--- config.mk ---
export PLATFORM = sky130hd
export DESIGN_NAME = regbank_writeback
export DESIGN_NICKNAME = d
export VERILOG_FILES = /design/src/rtl/regbank_writeback.sv
export SDC_FILE = /design/constraint.sdc
export NUM_CORES = 1
export LEC_CHECK = 0
export ABC_AREA = 1
export CORE_MARGIN = 3
export CORE_UTILIZATION = 45
export DETAILED_ROUTE_END_ITERATION = 6
export GPL_TIMING_DRIVEN = 0
export PLACE_DENSITY_LB_ADDON = 0.1
export SLEW_MARGIN = 25
export SYNTH_ARGS = -nofsm -noshare
export SYNTH_HDL_FRONTEND = slang
export SYNTH_SLANG_ARGS = --single-unit
--- constraint.sdc ---
create_clock -name clk -period 1.6 [get_ports clk]
set_input_delay 0.24 -clock clk [delete_from_list [all_inputs] [get_ports clk]]
set_output_delay 0.24 -clock clk [all_outputs]
set_load 0.005 [all_outputs]
--- src/rtl/regbank_writeback.sv ---
// Write-back register bank: A/B/OUT/PC slots with an auto-incrementing PC.
// Optional pc_wrap output is enabled by defining REGBANK_PC_WRAP_EN.
module regbank_writeback #(
    parameter int unsigned      WIDTH      = 4,
    parameter logic [WIDTH-1:0] PC_RST_VAL = '0
) (
    input  logic             clk,
    input  logic             rst,
    input  logic             en,
    input  logic             we,
    input  logic [1:0]       sel,
    input  logic [WIDTH-1:0] d,
    output logic [WIDTH-1:0] q0,
    output logic [WIDTH-1:0] q1,
    output logic [WIDTH-1:0] q2,
    output logic [WIDTH-1:0] q3,
    output logic             out_stb
`ifdef REGBANK_PC_WRAP_EN
    ,
    output logic             pc_wrap
`endif
);

    logic [WIDTH-1:0] a_q, a_d;
    logic [WIDTH-1:0] b_q, b_d;
    logic [WIDTH-1:0] out_q, out_d;
    logic [WIDTH-1:0] pc_q, pc_d;
    logic             out_stb_q, out_stb_d;
    logic             pc_load;

    // An explicit PC write always wins over the increment, even if d equals PC.
    assign pc_load = we && (sel == 2'd3);

    always_comb begin
        a_d       = a_q;
        b_d       = b_q;
        out_d     = out_q;
        pc_d      = pc_q;
        out_stb_d = 1'b0;
        if (en) begin
            if (we && (sel == 2'd0)) a_d   = d;
            if (we && (sel == 2'd1)) b_d   = d;
            if (we && (sel == 2'd2)) out_d = d;
            pc_d      = pc_load ? d : pc_q + WIDTH'(1);
            out_stb_d = we && (sel == 2'd2);
        end
    end

    always_ff @(posedge clk or posedge rst) begin
        if (rst) begin
            a_q       <= '0;
            b_q       <= '0;
            out_q     <= '0;
            pc_q      <= PC_RST_VAL;
            out_stb_q <= 1'b0;
        end else begin
            a_q       <= a_d;
            b_q       <= b_d;
            out_q     <= out_d;
            pc_q      <= pc_d;
            out_stb_q <= out_stb_d;
        end
    end

`ifdef REGBANK_PC_WRAP_EN
    logic pc_wrap_q, pc_wrap_d;

    always_comb begin
        pc_wrap_d = en && !pc_load && (pc_q == '1);
    end

    always_ff @(posedge clk or posedge rst) begin
        if (rst) pc_wrap_q <= 1'b0;
        else     pc_wrap_q <= pc_wrap_d;
    end

    assign pc_wrap = pc_wrap_q;
`endif

    assign q0      = a_q;
    assign q1      = b_q;
    assign q2      = out_q;
    assign q3      = pc_q;
    assign out_stb = out_stb_q;

endmodule
==> results of run 1 <==
routing by layer:
metal	wire length [µm]	part of all wire [%]	track usage (%)
met5	0	0	0
met1	639	40	19.70
met4	12	0.74	5.114
met2	849	53	33.24
met3	116	7.2	7.031
cell usage after synthesis (all sizes together):
cell	count	share of area, %
nand2	30	16
dfrtp	17	59
o21ai	13	9.0
inv	10	5.2
nor2	5	2.9
nand3	4	2.8
nand4	2	1.7
ha	1	1.7
o211ai	1	1.0
or2	1	0.86
power by group:
group	leakage (nW)	switching (mW)	internal, mW
clock network	0.0177	0.136	0.0930
registers	0.214	0.0636	0.513
logic	0.280	0.134	0.220
total	0.512	0.334	0.826
sequential cells by signal, summed over array words and instances, names as in the netlist:
signal and count:
out_stb 1, q0 4, q1 4, q2 4
q3 4
through the flow:
stage               area, µm²  utilization, %
finish                   1032           73.79
global route             1032           73.79
CTS                      1032           73.79
detailed placement       1005           71.82
global placement         1005           71.82
floorplan               725.7               -
cell families (layout without fill, tap and decap cells):
family / Yosys count / after routing
simple gates: 42 / 42
flops: 17 / 17
compound gates: 14 / 14
buf+inv: 10 / 40
fa+ha+maj: 1 / 1
layout make-up:
class	instances	area, µm²
Multi-Input combinational cell	57	262.8
Fill cell	115	366.6
Clock buffer	3	22.52
Timing Repair Buffer	26	260.3
Clock inverter	1	5.005
Inverter	10	37.54
Sequential cell	17	425.4
Tap cell	15	18.77
final timing paths:
path	slack, ns	to	startpoint
max	0.1	q3[0]	q3[0]
max in group asynchronous	0.87	q0[1]	rst
min	0.32	q3[3]	rst
min in group clk	0.49	q2[0]	q2[0]
min reg2reg	0.49	q2[0]	q2[0]
max reg2reg	0.45	q3[2]	q3[0]
==> summary.txt, run 1 <==
Cells and area
  – Final std cells w/o fill: 129
  – Share of cells above drive strength 1: 7.018%
  – NumNets Final: 126
  – Commonest non-fill, non-tap cells in the layout: nand2_1 (28), clkdlybuf4s50_1 (26), dfrtp_1 (17)
  – N_diodes: 0
  – Commonest non-fill, non-tap cell in the layout: nand2_1
  – Area growth, synth to finish: 42.24%

Critical path
  – Critical path data arrival time: 1.26 ns
  – Critical-path cell list: clkdlybuf4s50_1
  – CP Capture Type: output pin
  – Buf/Inv on CP: 1
  – Critical path required time: 1.36 ns
  – Worst-path fanout max: 6
  – Slowest cell on crit path: clkdlybuf4s50_1
  – WP depth: 1
  – Slowest cell delay on critical path: 0.53 ns
  – Setup CP Type: reg -> out
  – Worst Setup Start Kind: flop
  – Worst Reg-to-Reg Cells: 6
  – CP delay by family, top: buffers and inverters

Route
  – Residual DRC: 0
  – Via Count: 649
  – WL final: 1617 µm
  – Routed len/inst: 12.53 µm
  – Initial DRC Count: 18
  – Post-route antenna net violation count: 0
  – Vias per inst: 5.031
  – DR pass1 iterations: 4

Clock network
  – H-tree depth: 1
  – Hold-fix buffer count after cts: 0
  – Worst-Skew Late Latency: 0.29 ns
  – Clk root buf: clkbuf_4
  – CTS tree: done
  – Clk sinks: 17
  – CTS resizes: 0
  – CTS buffer count: 3
  – Clock Tree Buf Depth: 2
  – Clk slew on worst S/H paths: 0.10 ns
  – Postcts setup bufs: 0

Die
  – Core area: 1399 µm²
  – Die Wd: 46.16 µm
  – Num rows: 13
  – Die height: 46.16 µm
  – IO Count: 27
  – Starting density of the core: 51.88%
  – Die area: 2130 µm²

Timing
  – Fmax: 666.0 MHz
  – Unrepaired setup endpoints after global routing: false
  – Final worst path period share: 93.84%
  – Slew Limit Fails: 0
  – Final clock skew: 0.006252 ns
  – Hold Fails Final Rpt: 0
  – Fin crit period: 1.501 ns
  – Fin Setup TNS: 0 ns
  – Slew margin rel.: 57.47%
  – Fin worst setup slack: 0.09851 ns
  – Final setup viols: 0
  – Hold slack: 0.3163 ns
  – Slew of the pin with the lowest slew margin: 0.6373 ns

Logic synthesis
  – Post-Synth Adder-Cell Area: 1.724%
  – Post-synthesis mux area share: 0%
  – Yosys reg bits: 17
  – Synth cell types: 12
  – Post-synthesis simple-gate area fraction: 24.48%
  – Largest family of logic cells by synthesized area: simple AND/OR/NAND/NOR gates
  – Mapped cell area: 725.7 µm²
  – Post-Syn Instances: 84
  – Synth Area in Compound Gates: 10.00%
  – Share of the yosys chip area belonging to registers: 58.62%
  – Syn Nets: 95
  – Post-Synth XOR/XNOR Area: 0%
  – Yosys warning count: 0
  – Avg Inst Size Synth: 8.639 µm²

Power and ir drop
  – Total power draw: 1.160 mW
  – Pleak: 0.5118 nW
  – Peak VDD IR: 0.7137 mV
  – Cell Pwr Density: 1123 nW/µm²

Place
  – Detail Placement HPWL: 1208 µm
  – RePlAce Congestion: 0.7291
  – IO buf count: 26
  – Placed cell count: 125
  – Worst slack, placed: 0.1002 ns

Global routing
  – Largest net degree at the start of global routing: 18
  – First-pass GRT wire length: 2670 µm
  – Remaining global-route overflow: 0
  – Vias in the first global route: 610
  – All-Layer GR Usage: 18.43%
  – Initial antenna violation count: 0

Worst hold path
  – Worst hold path class: in -> async

Job
  – # Max-Cap Violations: 0

Status
  – Status: finished, final reports clean
Note: power is estimated with default switching activity, not from simulation.
==> run 2, diff against run 1 <==
--- a/config.mk
+++ b/config.mk
@@ -9,8 +9,8 @@
 export CORE_MARGIN = 3
 export CORE_UTILIZATION = 45
 export DETAILED_ROUTE_END_ITERATION = 6
-export GPL_TIMING_DRIVEN = 0
-export PLACE_DENSITY_LB_ADDON = 0.1
+export GPL_TIMING_DRIVEN = 1
+export PLACE_DENSITY = 0.81
 export SLEW_MARGIN = 25
 export SYNTH_ARGS = -nofsm -noshare
 export SYNTH_HDL_FRONTEND = slang
==> run 2 against run 1 <==
Die area is the same. Fmax decreased by 1.7%. Sequential power increased by 0.9%. Critical path depth stayed put. Routed wire length fell by 2.0%. Clock power is essentially flat. Worst hold slack worse by 0.081 ns. Utilization grew 0.54 points. Flip-flop and latch count unchanged.
==> summary.txt, run 2 (synthesis results as in run 1) <==
Critical path
  – Slowest cell on crit path: clkdlybuf4s50_1
  – Worst Setup Start Kind: flop
  – Critical-path cell list: clkdlybuf4s50_1
  – Slowest cell delay on critical path: 0.54 ns
  – Critical path required time: 1.36 ns
  – Buf/Inv on CP: 1
  – CP delay by family, top: buffers and inverters
  – CP endpoint: q3[0]
  – CP Capture Type: output pin
  – Worst-path fanout max: 6
  – Worst Setup SP: q3[0]
  – WP depth: 1
  – R2r setup slk: 0.44 ns
  – FF-to-FF Start: q3[0]
  – RR Endpoint: q3[2]
  – Worst Reg-to-Reg Cells: 6
  – Setup CP Type: reg -> out
  – Critical path data arrival time: 1.29 ns

Clock network
  – Clk slew on worst S/H paths: 0.10 ns
  – CTS resizes: 0
  – Clock Tree Buf Depth: 2
  – Clk sinks: 17
  – CTS tree: done
  – Postcts setup bufs: 0
  – Clk root buf: clkbuf_4
  – CTS buffer count: 3
  – Hold-fix buffer count after cts: 0
  – H-tree depth: 1
  – Worst-Skew Late Latency: 0.29 ns

Power and ir drop
  – Cell Pwr Density: 1123 nW/µm²
  – Pleak: 0.5166 nW
  – Peak VDD IR: 0.7233 mV
  – Total power draw: 1.168 mW

Timing
  – Final setup viols: 0
  – Unrepaired setup endpoints after global routing: false
  – Fin Setup TNS: 0 ns
  – Slew of the pin with the lowest slew margin: 0.3881 ns
  – Hold slack: 0.2354 ns
  – Slew margin rel.: 74.05%
  – Fmax: 654.5 MHz
  – Final worst path period share: 95.49%
  – Fin crit period: 1.528 ns
  – Hold Fails Final Rpt: 0
  – Final clock skew: 0.0002991 ns
  – Slew Limit Fails: 0

Route
  – WL final: 1585 µm
  – Residual DRC: 0
  – Routed len/inst: 12.19 µm
  – DR pass1 iterations: 4
  – Via Count: 659
  – Initial DRC Count: 10
  – Vias per inst: 5.069
  – Post-route antenna net violation count: 0

Die
  – Starting density of the core: 51.88%
  – IO Count: 27
  – Core area: 1399 µm²
  – Num rows: 13
  – Die height: 46.16 µm
  – Die Wd: 46.16 µm
  – Die area: 2130 µm²

Place
  – DP Area: 1012 µm²
  – Detail Placement HPWL: 1213 µm
  – IO buf count: 26
  – RePlAce Congestion: 0.7651

Global routing
  – All-Layer GR Usage: 16.36%
  – Largest net degree at the start of global routing: 18
  – Vias in the first global route: 558
  – First-pass GRT wire length: 2401 µm
  – Initial antenna violation count: 0
  – Remaining global-route overflow: 0

Cells and area
  – NumNets Final: 127
  – Commonest non-fill, non-tap cell in the layout: nand2_1
  – Share of cells above drive strength 1: 7.826%
  – Final instance area: 1040 µm²
  – N_diodes: 0
  – Area growth, synth to finish: 43.28%
  – Commonest non-fill, non-tap cells in the layout: nand2_1 (28), clkdlybuf4s50_1 (26), dfrtp_1 (17)

Worst hold path
  – Worst hold path class: in -> async

Status
  – Status: finished, final reports clean

Job
  – # Max-Cap Violations: 0
run 2: cell count changes in the layout (fill, tap and decap cells not counted):
| cell | before | now |
|---|---|---|
| buf_4 | 0 | 1 |
run 2: cell type report:
| class | instances | area (µm²) |
|---|---|---|
| sequential | 17 | 425.4 |
| fill | 115 | 359.1 |
| timing repair buffer | 27 | 267.8 |
| multi-input combinational | 57 | 262.8 |
| inverter | 10 | 37.54 |
| clock buffer | 3 | 22.52 |
| tap | 15 | 18.77 |
| clock inverter | 1 | 5.005 |
run 2: report_power, final:
group | switching, mW | internal, mW | leakage, nW
combinational | 0.133 | 0.221 | 0.285
sequential | 0.0692 | 0.513 | 0.214
clock | 0.138 | 0.0930 | 0.0177
total | 0.340 | 0.827 | 0.517
run 2: how the worst min path moves through the flow:
stage	startpoint	endpoint	slack [ns]	cells after the start
after floorplan	rst	out_stb	0.17	1
after global placement	q1[2]	q1[2]	0.46	2
after detailed placement	q2[3]	q2[3]	0.47	2
after CTS	rst	q1[2]	0.24	3
after global routing	rst	q0[3]	0.26	3
final	rst	q1[2]	0.24	3
run 2: per-layer routing:
metal | global-route usage [%] | wire length (µm) | up-vias
met1 | 20.00 | 670 | 298
met4 | 6.818 | 21 | 0
li1 | - | - | 331
met2 | 27.47 | 795 | 26
met5 | 0 | 0 | -
met3 | 3.516 | 98 | 4
run 2: worst reg2reg max path, delay by kind of cell, from the launching register on:
kind / cells / cell delay [ns]
buffers and inverters: 1 / 0.04
AND/OR/NAND/NOR: 4 / 0.43
flip-flops: 1 / 0.46
adder cells (fa/ha/maj): 1 / 0.17
run 2: through the flow:
step,util (%),setup WS [ns],cells
finish,74.33,0.07213,130
global route,74.33,0.02260,130
CTS,74.33,0.05687,130
detailed placement,72.36,0.05714,126
global placement,72.36,0.09640,126
floorplan,-,0.5238,84
